`src/rtl/addr_unit_ras.sv`:
```
// addr_unit_ras: SAYEH-style addressing unit with a program counter,
// combinational address generation and a hardware return-address stack.
// Optional build macro RAS_WRAP_EN: when defined the stack is circular and a
// push while full overwrites the oldest entry; when undefined such a push is
// dropped. A push while full sets ovf in both builds.
module addr_unit_ras #(
    parameter int AW         = 16,
    parameter int IW         = 8,
    parameter int SIGNED_IMM = 1,
    parameter int DEPTH      = 8,
    parameter int DW         = 4
) (
    input  logic          clk,
    input  logic          reset,
    input  logic [AW-1:0] Rside,
    input  logic [IW-1:0] Iside,
    input  logic          ResetPC,
    input  logic          PCplusI,
    input  logic          PCplus1,
    input  logic          RplusI,
    input  logic          Rplus0,
    input  logic          PCenable,
    input  logic          call,
    input  logic          ret,
    input  logic          clr_flags,
    output logic [AW-1:0] Address,
    output logic [AW-1:0] PCout,
    output logic [DW-1:0] depth,
    output logic          stack_full,
    output logic          stack_empty,
    output logic          ovf,
    output logic          unf
);

    localparam int PW = (DEPTH > 1) ? $clog2(DEPTH) : 1;

    logic [AW-1:0] r_ras [DEPTH];
    logic [PW-1:0] r_sp;      // next free slot; top of stack is r_sp-1
    logic [DW-1:0] r_depth;
    logic [AW-1:0] r_pc;
    logic          r_ovf;
    logic          r_unf;

    logic [AW-1:0] w_imm_ext;
    logic [AW-1:0] w_pc_inc;
    logic [AW-1:0] w_top;
    logic [AW-1:0] w_addr;
    logic          w_empty;
    logic          w_full;

    assign w_pc_inc = r_pc + AW'(1);
    assign w_top    = r_ras[r_sp - PW'(1)];
    assign w_empty  = (r_depth == '0);
    assign w_full   = (r_depth == DW'(DEPTH));

    // Immediate extension to address width, sign or zero per SIGNED_IMM.
    always_comb begin
        w_imm_ext = AW'(Iside);
        if ((SIGNED_IMM != 0) && Iside[IW-1]) begin
            w_imm_ext = w_imm_ext | ~(AW'({IW{1'b1}}));
        end
    end

    // Address mux, priority ResetPC > ret > Rplus0 > RplusI > PCplusI > PCplus1.
    always_comb begin
        w_addr = r_pc;
        if (reset || ResetPC) begin
            w_addr = '0;
        end else if (ret) begin
            w_addr = w_empty ? w_pc_inc : w_top;
        end else if (Rplus0) begin
            w_addr = Rside;
        end else if (RplusI) begin
            w_addr = Rside + w_imm_ext;
        end else if (PCplusI) begin
            w_addr = r_pc + w_imm_ext;
        end else if (PCplus1) begin
            w_addr = w_pc_inc;
        end
    end

    // PC, stack and sticky flags; later set assignments override clr_flags.
    always_ff @(posedge clk) begin
        if (reset) begin
            r_pc    <= '0;
            r_sp    <= '0;
            r_depth <= '0;
            r_ovf   <= 1'b0;
            r_unf   <= 1'b0;
        end else begin
            if (clr_flags) begin
                r_ovf <= 1'b0;
                r_unf <= 1'b0;
            end
            if (PCenable) begin
                r_pc <= w_addr;
                if (call && ret) begin
                    // Replace-top on a tail call; empty stack degrades to a push.
                    if (w_empty) begin
                        r_ras[r_sp] <= w_pc_inc;
                        r_sp        <= r_sp + PW'(1);
                        r_depth     <= r_depth + DW'(1);
                        r_unf       <= 1'b1;
                    end else begin
                        r_ras[r_sp - PW'(1)] <= w_pc_inc;
                    end
                end else if (call) begin
                    if (w_full) begin
                        r_ovf <= 1'b1;
`ifdef RAS_WRAP_EN
                        // When full, r_sp points at the oldest entry.
                        r_ras[r_sp] <= w_pc_inc;
                        r_sp        <= r_sp + PW'(1);
`endif
                    end else begin
                        r_ras[r_sp] <= w_pc_inc;
                        r_sp        <= r_sp + PW'(1);
                        r_depth     <= r_depth + DW'(1);
                    end
                end else if (ret) begin
                    if (w_empty) begin
                        r_unf <= 1'b1;
                    end else begin
                        r_sp    <= r_sp - PW'(1);
                        r_depth <= r_depth - DW'(1);
                    end
                end
            end
        end
    end

    assign Address     = w_addr;
    assign PCout       = r_pc;
    assign depth       = r_depth;
    assign stack_full  = w_full;
    assign stack_empty = w_empty;
    assign ovf         = r_ovf;
    assign unf         = r_unf;

endmodule

```
`config.mk`:
```
export PLATFORM = sky130hd
export DESIGN_NAME = addr_unit_ras
export DESIGN_NICKNAME = d
export VERILOG_FILES = /design/src/rtl/addr_unit_ras.sv
export SDC_FILE = /design/constraint.sdc
export NUM_CORES = 1
export LEC_CHECK = 0
export ABC_AREA = 1
export CAP_MARGIN = 25
export CORE_MARGIN = 10
export CORE_UTILIZATION = 53
export DETAILED_ROUTE_END_ITERATION = 10
export GPL_TIMING_DRIVEN = 0
export PLACE_DENSITY_LB_ADDON = 0.05
export SLEW_MARGIN = 10
export SYNTH_ARGS = -nofsm -noshare
export SYNTH_HDL_FRONTEND = slang
export SYNTH_SLANG_ARGS = --single-unit
export TNS_END_PERCENT = 50
```
`constraint.sdc`:
```
create_clock -name clk -period 3 [get_ports clk]
set_input_delay 0.6 -clock clk [delete_from_list [all_inputs] [get_ports clk]]
set_output_delay 0.6 -clock clk [all_outputs]
set_load 0.005 [all_outputs]
```
== Word level (Yosys, flattened, before mapping) ==
Memory sizes are Yosys's and may differ from the RTL's.
Cells that the tools add are included.
Operators by class
  add/subtract/negate cells: 7
  equal/unequal tests: 4
  multiplexer cells: 51
  bitwise gates (word level): 1
  reductions and logical operators: 6
Operator list (number)
  $mux W16: 10
  $add A16 B16 Y16: 2
  $mux W1: 28
  $mux W4: 6
  $mux W3: 7
  $add A16 B1 Y16 const B: 1
  $reduce_or A16 Y1: 1
  $ne A3 B2 Y1 const B: 2
  $reduce_and A5 Y1: 1
  $add A4 B1 Y4 const B: 1
  $eq A4 B4 Y1 const B: 1
  $logic_not A4 Y1: 1
  $sub A4 B1 Y4 const B: 1
  $add A3 B1 Y3 const B: 1
  $reduce_bool A3 Y1: 1
  $sub A3 B1 Y3 const B: 1
  $ne A2 B2 Y1 const B: 1
  $logic_and A1 B1 Y1: 1
  $logic_or A1 B1 Y1: 1
  $or A1 B1 Y1: 1
Storage, ports and cells
  register bits after elaboration: 25
  RAM bits: 128
  bits of input ports: 35
  output and inout port bits: 40
  logic and storage cells: 75
  memories: 1
Memories
  r_ras: words 8, bits a word 16, read ports 1, clocked after memory_dff 0, wr ports 1, line 37  | logic [AW-1:0] r_ras [DEPTH];

== Longest topological paths before layout ==
  depth after elaboration: 9
  depth in mapped cells: 17
  mapped depth without buffers: 17

== Worst setup path after synthesis ==
Ideal clock, no wire load.
  path kind: register -> register
  start: register r_sp[0]
  end: memory r_ras[1][0], enable pin
  setup time: 388 ps
  data arrival time: 2506 ps
  data required time: 2612 ps
  setup slack: 106 ps
  cell stages (with the launch flop): 11
  path buffers: 3
  period minus slack after synthesis: 2894 ps
  cell sequence: dfxtp_1 > inv_2 > buf_2 > buf_2 > ha_1 > xnor2_2 > buf_2 > o21ai_0 > inv_1 > nand2_1 > nor2_1
On the way
  cells in the longest elaborated chain, start to end: 2
RTL lines
  from (decl): line 38  | logic [PW-1:0] r_sp;
  from (signal assigned): line 101  | r_sp <= r_sp + PW'(1);
  from (signal assigned): line 117  | r_sp <= r_sp + PW'(1);
  from (signal assigned): line 124  | r_sp <= r_sp - PW'(1);
  $sub A3 B1 Y3: line 105  | r_ras[r_sp - PW'(1)] <= w_pc_inc;
  $mux W3 (no line) *
  to (decl): line 37
Every way passes the cells marked *; elsewhere a longest branch is shown, timed or not.

== Worst setup path in the final report ==
  start: register r_sp[0]
  end: output port Address[9]
On the way
  cells in the longest elaborated chain, start to end: 5
RTL lines
  $sub A3 B1 Y3: line 52  | assign w_top = r_ras[r_sp - PW'(1)];
  $mem_v2 Z8 W16
  $mux W16: line 70  | w_addr = w_empty ? w_pc_inc : w_top;
  $mux W16: line 69  | end else if (ret) begin
  $mux W16: line 67  | if (reset || ResetPC) begin
  to (decl): line 26  | output logic [AW-1:0] Address,
No other way between the ends.

==> out/results.md <==
| Stage | Metric | This run |
|:---|:---|:---|
| power and ir drop | Fraction of power consumed by sequential logic | 34.0% |
| critical path | Number of cells on the worst reg-to-reg path | 22 |
| hold path | Class of the tightest hold or removal check | reg2reg |
| yosys | Average cell area after synthesis | 8.34 sq um |
| power and ir drop | Reported leakage power | 0.00542 uW |
| timing | Skew final | 0.0124 ns |
| timing | Final number of max-transition violations | 0 |
| critical path | Setup Crit Path Kind | reg2out |
| timing | Slew @ Worst Pin | 0.585 ns |
| critical path | Data required time at the worst endpoint | 2.40 ns |
| global route | Antenna violations before repair | 0 |
| placed design | Placement Setup Slack | -1.63 ns |
| global route | Global-route wire length before repair | 50.7 mm |
| yosys | Unique masters post-synth | 50 |
| clock tree | CTS sink count | 153 |
| placed design | Final RePlAce weighted congestion | 0.933 |
| status | Run status | finished with violations |
| floorplan | Horizontal die dimension | 151 um |
| cells and area | Net total in the final layout | 1370 |
| route | Wirelength, routed | 36.5 mm |
| critical path | CP max FO | 5 |
| timing | Setup slack after layout | -0.527 ns |
| floorplan | Initial cell density of the core | 54.6% |
| run | Max-Cap Viols | 0 |
| cells and area | Growth of design area from synthesis to finish | 42.8% |
| clock tree | Clock-pin slew on the worst setup and hold paths | 0.07 ns |
| timing | RSZ-0062 raised after global routing | yes |
| global route | Number of global-route vias before repair | 8998 |
| placed design | Sum of net half-perimeters after detailed placement | 21.9 mm |
| clock tree | CTS tree | yes |
| timing | Final setup violation count | 17 |
| timing | Hold Vio Cnt, Final | 0 |
| cells and area | Final cell count without fillers | 1531 |
| yosys | Synth Register Bits | 153 |
| clock tree | Buffer levels on the longest clock path | 2 |
| placed design | Post-placement cell count | 1396 |
| power and ir drop | Switching pwr | 2480 uW |
| critical path | R2R Path Start | r_sp[0] |
| critical path | Kind of start point of the critical path | flip-flop |
| hold path | Min-delay src | ovf |
| cells and area | Number of diodes added for antenna fixing | 0 |
| route | Via count | 9624 |
| status | Violated checks | setup timing |
| route | 1st-iter DRT viols | 1332 |
| floorplan | Number of top-level pins | 75 |
| global route | Global routing usage summed across all routing layers | 29.1% |
| yosys | Yosys warnings | 0 |
| route | Wire per inst | 23.8 um |
| timing | Max-slew headroom at the worst pin | 60.7% |
| timing | Final cycle utilization of the critical path | 118% |
| timing | Max frequency | 284 MHz |
| power and ir drop | Worst vdd rail ir drop | 0.452 mV |
| route | Length of the first detailed-routing pass in iterations | 9 |
| clock tree | Insertion delay of the later-clocked pin in the worst-skew pair | 0.44 ns |
| critical path | CP endpoint kind | output port |
| hold path | Hold Path Cell Cnt | 2 |
| yosys | Mapped Nets | 1169 |
| route | Count of unresolved DRC violations after routing | 0 |
| critical path | Startpoint of the most critical setup path | r_sp[0] |
| floorplan | Height of the die | 151 um |
| power and ir drop | Part of the total power dissipated in combinational logic | 35.7% |
| route | Number of vias per cell after detailed routing | 6.29 |
| clock tree | Number of H-tree levels | 4 |
| global route | Global route total overflow | 0 |
| global route | Largest net degree at the start of global routing | 19 |
| cells and area | Fin util | 77.9% |
| placed design | Port buffer count | 71 |
| cells and area | Fraction of final layout cells sized beyond drive strength 1 | 32.3% |
| power and ir drop | Pint | 4630 uW |
| yosys | Number of standard cells after synthesis | 1097 |
| clock tree | TritonCTS buffer count | 17 |
| power and ir drop | Switching Share | 34.9% |
| timing | Crit path time final | 3.53 ns |
| cells and area | Most common library cell in the layout ignoring fill and taps | nand2_1 |
| yosys | Post-Synthesis Cell Area | 9150 sq um |
| clock tree | Clock Tree Root | clkbuf_16 |
| route | Antenna violation net count after detailed routing | 0 |
| power and ir drop | Pwr per Cell Area | 544 nW/um^2 |
| cells and area | Commonest non-fill, non-tap cells in the layout | 237 x nand2_1, 128 x edfxtp_1, 107 x a21oi_1 |
| floorplan | Number of placement rows | 47 |
| clock tree | Hold Buf Count CTS | 0 |
| floorplan | Total core area | 16800 sq um |
| yosys | Sequential element share of the synthesized area | 47.5% |
| power and ir drop | Clock network power share | 30.3% |
| critical path | Critical Path AT | 2.93 ns |
| floorplan | Area of the die | 22900 sq um |
==> path summary, 6_finish.rpt <==
check                to  slack [ns]
max          Address[9]       -0.53
min                 ovf        0.47
min reg2reg         ovf        0.47
max reg2reg    PCout[1]       -0.32
==> Yosys cell counts (all sizes together) <==
library cell	number	area, sq um
clkbuf	11	55.1
o31ai	3	22.5
a311oi	3	26.3
o211ai	8	60.1
fa	2	40.0
nor2	78	328
nand2	268	1020
a211oi	3	22.5
and2	4	25.0
o21ai	75	379
o221ai	2	17.5
a21oi	144	728
a31oi	6	37.5
o21a	2	15.0
a221o	2	20.0
nor3	8	61.3
ha	35	438
o21bai	4	33.8
or2	2	12.5
xnor2	5	51.3
edfxtp	128	3840
nand3b	2	15.0
dfxtp	25	500
a21o	3	22.5
a32o	1	10.0
xor2	15	131
buf	33	180
a22oi	22	165
inv	125	469
nand4	9	56.3
a221oi	4	35.0
nand3	65	325
==> metrics by stage <==
step | TNS, ns | power (uW) | instance area [sq um] | hold slack, ns
after global routing | -9.74 | 7300 | 13100 | 0.514
final | -6.26 | 7110 | 13100 | 0.471
after floorplan | 0 | 3350 | 9150 | 0.454
after global placement | -191.96 | 3890 | 10100 | 0.457
after detailed placement | -81.58 | 3910 | 10300 | 0.469
after CTS | -5.42 | 6610 | 12400 | 0.477
==> flip-flops by register name (all words and copies together), names as in the netlist <==
name   flops
unf        1
ovf        1
PCout     16
r_ras    128
depth      4
r_sp       3
==> power by group through the flow <==
stage | clock network [uW] | registers (uW) | logic (uW)
after CTS | 2110 | 2410 | 2090
after detailed placement | 0 | 2450 | 1460
after global routing | 2230 | 2420 | 2650
final | 2150 | 2420 | 2530
after floorplan | 0 | 2440 | 918
after global placement | 0 | 2450 | 1440
==> timing repair <==
| item | CTS | global route |
|---|---|---|
| resized for setup | 324 | 141 |
| gates cloned | 3 | 1 |
| buffers inserted | 66 | 41 |
| pin swaps | 80 | 81 |
| setup endpoints to repair | 153 | 141 |
==> critical path: stages (launching register included) <==
cell	delay [ns]
dfxtp_4	0.39
inv_4	0.04
buf_6	0.12
buf_8	0.12
ha_4	0.36
inv_8	0.06
buf_8	0.13
buf_12	0.13
buf_6	0.11
buf_6	0.10
a21oi_2	0.11
a22oi_2	0.09
nand2_1	0.08
nand3_1	0.09
o211ai_1	0.16
inv_1	0.15
nand2_2	0.10
inv_1	0.04
buf_2	0.11
==> routing by layer <==
layer	global-route usage [%]	part of all wire [%]	vias up
li1	-	-	4171
met2	48.4	48	759
met5	0	0	-
met1	34.1	35	4493
met4	16.0	6.3	0
met3	6.65	11	201
==> layout make-up <==
type | count | area, sq um
tap | 220 | 275
inverter | 125 | 497
clock inverter | 15 | 154
timing repair buffer | 185 | 1870
fill | 1083 | 3700
sequential | 153 | 4380
multi-input combinational | 775 | 5150
buffer | 41 | 310
clock buffer | 17 | 425
==> cell families (layout without fill, tap and decap cells) <==
| kind of cell | Yosys count | after routing | synth area share (%) |
|---|---|---|---|
| simple gates | 436 | 436 | 20.2 |
| compound gates | 282 | 282 | 17.4 |
| buf+inv | 169 | 383 | 7.70 |
| flops | 153 | 153 | 47.5 |
| fa+ha+maj | 37 | 37 | 5.22 |
| xor+xnor | 20 | 20 | 2.00 |
No activity file was read; power rests on OpenSTA's default activity.
==> variant 1: new RTL, same flow settings <==
`DW`: 4 -> 3.
--- a/src/rtl/addr_unit_ras.sv
+++ b/src/rtl/addr_unit_ras.sv
@@ -8,7 +8,7 @@
     parameter int IW         = 8,
     parameter int SIGNED_IMM = 1,
     parameter int DEPTH      = 8,
-    parameter int DW         = 4
+    parameter int DW         = 3
 ) (
     input  logic          clk,
     input  logic          reset,
Interface: changed (resized depth); port bits go from 75 to 74. No check against the original RTL was run, so the function may have changed too.
==> variant 1 against the unedited design <==
The run still ends with setup timing left. Sequential share of layout area down 0.99 points. Sequential cell count down 1. Synthesized area increased by 0.18%. Total power is 2.8% higher. Count of clock-buffer cells in the layout did not move. Worst setup slack gained 190 ps. Fmax grew 5.6%. Cell area increased by 2.7%. Utilization increased by 0.47 points. Non-clock buffer count grew 23. Wire length shrank 3.0%. First-iteration DRC count down 22%. Highest routed layer unchanged.
==> variant 1: results (changes against the unedited design) <==
outcome=finished, violations left; failing checks=setup timing; wire length per cell=22.9 um (-3.7%); layout cells sized above 1=0.363 (+0.0395); xor and xnor fraction of the mapped netlist area=0.0235 (+0.00351); top cells by area, synth=edfxtp_1 (42%), nand2_1 (9.0%), o21ai_0 (5.4%); Worst IR Drop VDD=0.478 mV (+5.8%); final setup margin=-341 ps (+186 ps); R2R setup slack=-260 ps (+60 ps); Tightest Pin Transition=713 ps (+128 ps); drt first pass iters=6 (-3); Synth Area in Compound Gates=0.164 (-0.0104); DP Cell Count=1387 (-0.64%); vias in the first global route=9404 (+4.5%); post-DP HPWL=21700 um (-1.0%); routability cong.=0.964 (+3.3%); crit path max fanout=10 (+5); Total GRT Usage=0.298 (+0.00643); DRT iter0 DRCs=1045 (-22%); Adder-Cell Fraction of Synth Area=0.0562 (+0.00400); final wirelength=35400 um (-3.0%); Fin Hold WS=465 ps (-6.10 ps); crit path DAT=2740 ps (-190 ps); final worst clock skew=15.9 ps (+3.54 ps); DR vias/cell=6.10 (-3.0%); Final setup viols=19 (+2); Mapped Avg Cell Area=8.42 um^2 (+1.0%)
-- variant 1: per-layer routing --
metal | GRT usage | wire length (um)
met1 | 0.342 | 12600
met2 | 0.505 | 17700
met3 | 0.0579 | 2930
met4 | 0.179 | 2160
met5 | 0 | 0
-- variant 1: metrics by stage --
step | total power [mW] | worst slack (ps) | TNS, ps
floorplan | 3.44 | 71.9 | 0
global placement | 4.06 | -1580 | -170070
detailed placement | 4.09 | -1580 | -69310
CTS | 6.86 | -211 | -2960
global route | 7.52 | -421 | -6700
finish | 7.30 | -341 | -4770
-- variant 1: cells by family (layout without fill, tap and decap cells) --
group | count (synthesis) | after routing
fa+ha+maj | 40 | 40
xor+xnor | 22 | 22
flops | 152 | 152
simple gates | 449 | 449
buf+inv | 161 | 390
compound gates | 264 | 264
-- variant 1: path summary, 6_finish.rpt --
path | end | from
max | Address[4] | r_sp[0]
min | unf | unf
max reg2reg | PCout[4] | r_sp[0]
min reg2reg | unf | unf
-- variant 1: layout make-up --
class                   instances  area [um^2]
repair buffers                201         1990
fillers                      1085         3690
multi-input cells             775         5330
clock buffers                  17          425
inverters                     111          448
well taps                     225          282
clock inverters                13          133
flip-flops and latches        152         4370
plain buffers                  48          443
-- variant 1: report_power, final --
| part | internal [mW] | switching [mW] | leakage (nW) | total, mW |
|---|---|---|---|---|
| clock | 1.21 | 0.890 | 0.268 | 2.10 |
| combinational | 1.22 | 1.58 | 3.79 | 2.80 |
| sequential | 2.34 | 0.0595 | 1.38 | 2.40 |
| total | 4.78 | 2.53 | 5.44 | 7.30 |
-- variant 1: what timing repair did --
| action | CTS | global route |
|---|---|---|
| pin swaps | 104 | 81 |
| buffers inserted | 128 | 22 |
| endpoints found under the setup margin | 158 | 151 |
| hold buffers | 0 | 0 |
| cloned | 3 | 2 |
| gates resized for setup | 425 | 152 |
==> variant 2: new RTL, config.mk and constraints unchanged <==
Made on the original files. Put one more register stage on the output `ovf`, with the module's reset. The value now appears one clock later. The other outputs are not delayed to match.
--- a/src/rtl/addr_unit_ras.sv
+++ b/src/rtl/addr_unit_ras.sv
@@ -134,7 +134,13 @@
     assign depth       = r_depth;
     assign stack_full  = w_full;
     assign stack_empty = w_empty;
-    assign ovf         = r_ovf;
+    always_ff @(posedge clk) begin
+        if (reset) begin
+            ovf <= '0;
+        end else begin
+            ovf <= r_ovf;
+        end
+    end
     assign unf         = r_unf;
 
 endmodule
Function: not settled (the Yosys comparison gave no result); the edit may change what the design does.
==> variant 2 against the unedited design <==
The flow still finishes with violations (setup timing). Wire length is 11% lower. Cell area is 2.6% lower. Total power is 5.8% lower. Cell count is 1.2% lower. Synthesized cell count hardly changed. Clock power is 4% lower. Synthesized area hardly changed. Worst setup slack better by 78 ps. Sequential cell count is 1 higher. Utilization is 2.0 points lower. Global-route usage is 0.84 points lower. Critical path type unchanged. Largest power group is now registers. Highest routed layer unchanged.
==> variant 2: results (changes against the unedited design) <==
Most flops, register=r_ras; syn nets=1168 (-0.086%); post-DP HPWL=22200 um (+1.3%); Static Leak=5.23 nW (-3.6%); drt first pass iters=8 (-1); DR vias/cell=5.95 (-5.4%); worst hold path class=reg -> reg; final worst clock skew=6.71 ps (-5.69 ps); vias in the first global route=8570 (-4.8%); failing checks=setup timing; outcome=finished, violations left; global-route wire length before repair=49000 um (-3.3%); Layout fillers=1202 (+11%); Critical Path Source=r_sp[0]; Total GRT Usage=0.283 (-0.00837); Commonest cells post-synth=nand2_1 (263), a21oi_1 (145), edfxtp_1 (128); largest net degree at the start of global routing=19 (unchanged); antenna cells=0 (unchanged); port bufs=71 (unchanged); Mapped Cells=1096 (-0.091%); via count=8995 (-6.5%); Warnings, synthesis=0 (unchanged); post-synthesis sequential area ratio=0.477 (+0.00193); Largest register FFs=128 (unchanged); DRT iter0 DRCs=1161 (-13%); Bufs on Longest Clock Path=2 (unchanged); wire length per cell=21.5 um (-9.7%); top cells by area, synth=edfxtp_1 (42%), nand2_1 (11%), a21oi_1 (7.9%); crit path max fanout=5 (unchanged); final setup margin=-448 ps (+78.1 ps); Layout Nets=1354 (-1.2%); dpl ws=-1680 ps (-52.6 ps); CTS root buf=clkbuf_16; Post-synth EDFFs=128 (unchanged); TritonCTS Buffers=17 (unchanged); crit path DAT=2850 ps (-80 ps); Sw Share=0.324 (-0.0253); Tightest Pin Transition=618 ps (+33.3 ps); Netlist cell types=50 (unchanged); H-tree levels=4 (unchanged); Final setup viols=18 (+1); Skew-Pair Late Insertion Delay=~430 ps; layout cells sized above 1=0.315 (-0.00865); routability cong.=0.988 (+5.8%); fraction of registers with async set/reset=0 (unchanged); HP Start=r_ovf; Worst IR Drop VDD=0.577 mV (+28%)
## variant 2: cell count changes after synthesis, sizes merged, moves of 2 or more
cell	unedited run	this run
nand3	65	58
nor2	78	81
xor2	15	13
clkbuf	11	16
inv	125	121
o21ai	75	77
buf	33	30
a21oi	144	146
## variant 2: cell type report
cell class	instances	area (um^2)	area share
multi-input combinational	775	5070	0.399
sequential	154	4400	0.346
timing repair buffer	169	1600	0.126
inverter	121	479	0.0377
clock buffer	19	433	0.0340
buffer	44	333	0.0262
tap	220	275	0.0216
clock inverter	11	121	0.00954
## variant 2: per-stage QoR
step | power (mW) | instance area (um^2) | TNS, ps
2_1_floorplan | 3.37 | 9150 | 0
3_3_place_gp | 3.90 | 10100 | -160430
3_5_place_dp | 3.92 | 10300 | -56040
6_report | 6.70 | 12700 | -5070
4_1_cts | 6.41 | 12200 | -4470
5_1_grt | 6.96 | 12700 | -6430
## variant 2: final timing paths
kind | end | slack [ps] | cells after the start
max reg2reg | PCout[5] | -340 | 23
min reg2reg | ovf | 430 | 2
max | Address[3] | -450 | 16
min | ovf | 430 | 2
## variant 2: kinds of logic (layout without fill, tap and decap cells)
group,count (synthesis),in the layout,synth area share
AO/OA/AOI/OAI,288,288,0.178
AND/OR/NAND/NOR,431,431,0.198
buffers and inverters,167,364,0.0753
XOR/XNOR,19,19,0.0202
adder cells (fa/ha/maj),37,37,0.0522
flip-flops,154,154,0.477
## variant 2: timing repair
item / 4_1_cts / 5_1_grt
gates resized for setup: 304 / 126
cloned: 2 / 0
endpoints found under the setup margin: 145 / 74
pin swaps: 69 / 70
buffers inserted: 76 / 29
## variant 2: worst max-delay path: stages, from the launching register on
cell and delay (ps):
dfxtp_4 360, inv_4 40, buf_8 120, buf_8 120
ha_4 240, buf_8 140, clkinv_8 70, buf_8 100
buf_6 100, a21oi_2 30, a22oi_2 260, nand2_2 120
a21oi_2 210, o211ai_1 160, buf_4 200, inv_2 40
buf_6 80
## variant 2: metal layers
layer,GRT usage,share of wire,up-vias,wire length [um]
li1,-,-,4162,-
met2,0.421,0.45,484,14600
met1,0.390,0.41,4268,13400
met5,0,0,-,0
met4,0.103,0.028,0,918
met3,0.0716,0.11,81,3610
## variant 2: power by group through the flow
| stage | Combinational [mW] | Sequential [mW] | Clock [mW] |
|---|---|---|---|
| global placement | 1.43 | 2.46 | 0 |
| detailed placement | 1.45 | 2.46 | 0 |
| finish | 2.21 | 2.43 | 2.07 |
| floorplan | 0.925 | 2.45 | 0 |
| CTS | 1.92 | 2.42 | 2.06 |
| global route | 2.36 | 2.43 | 2.17 |
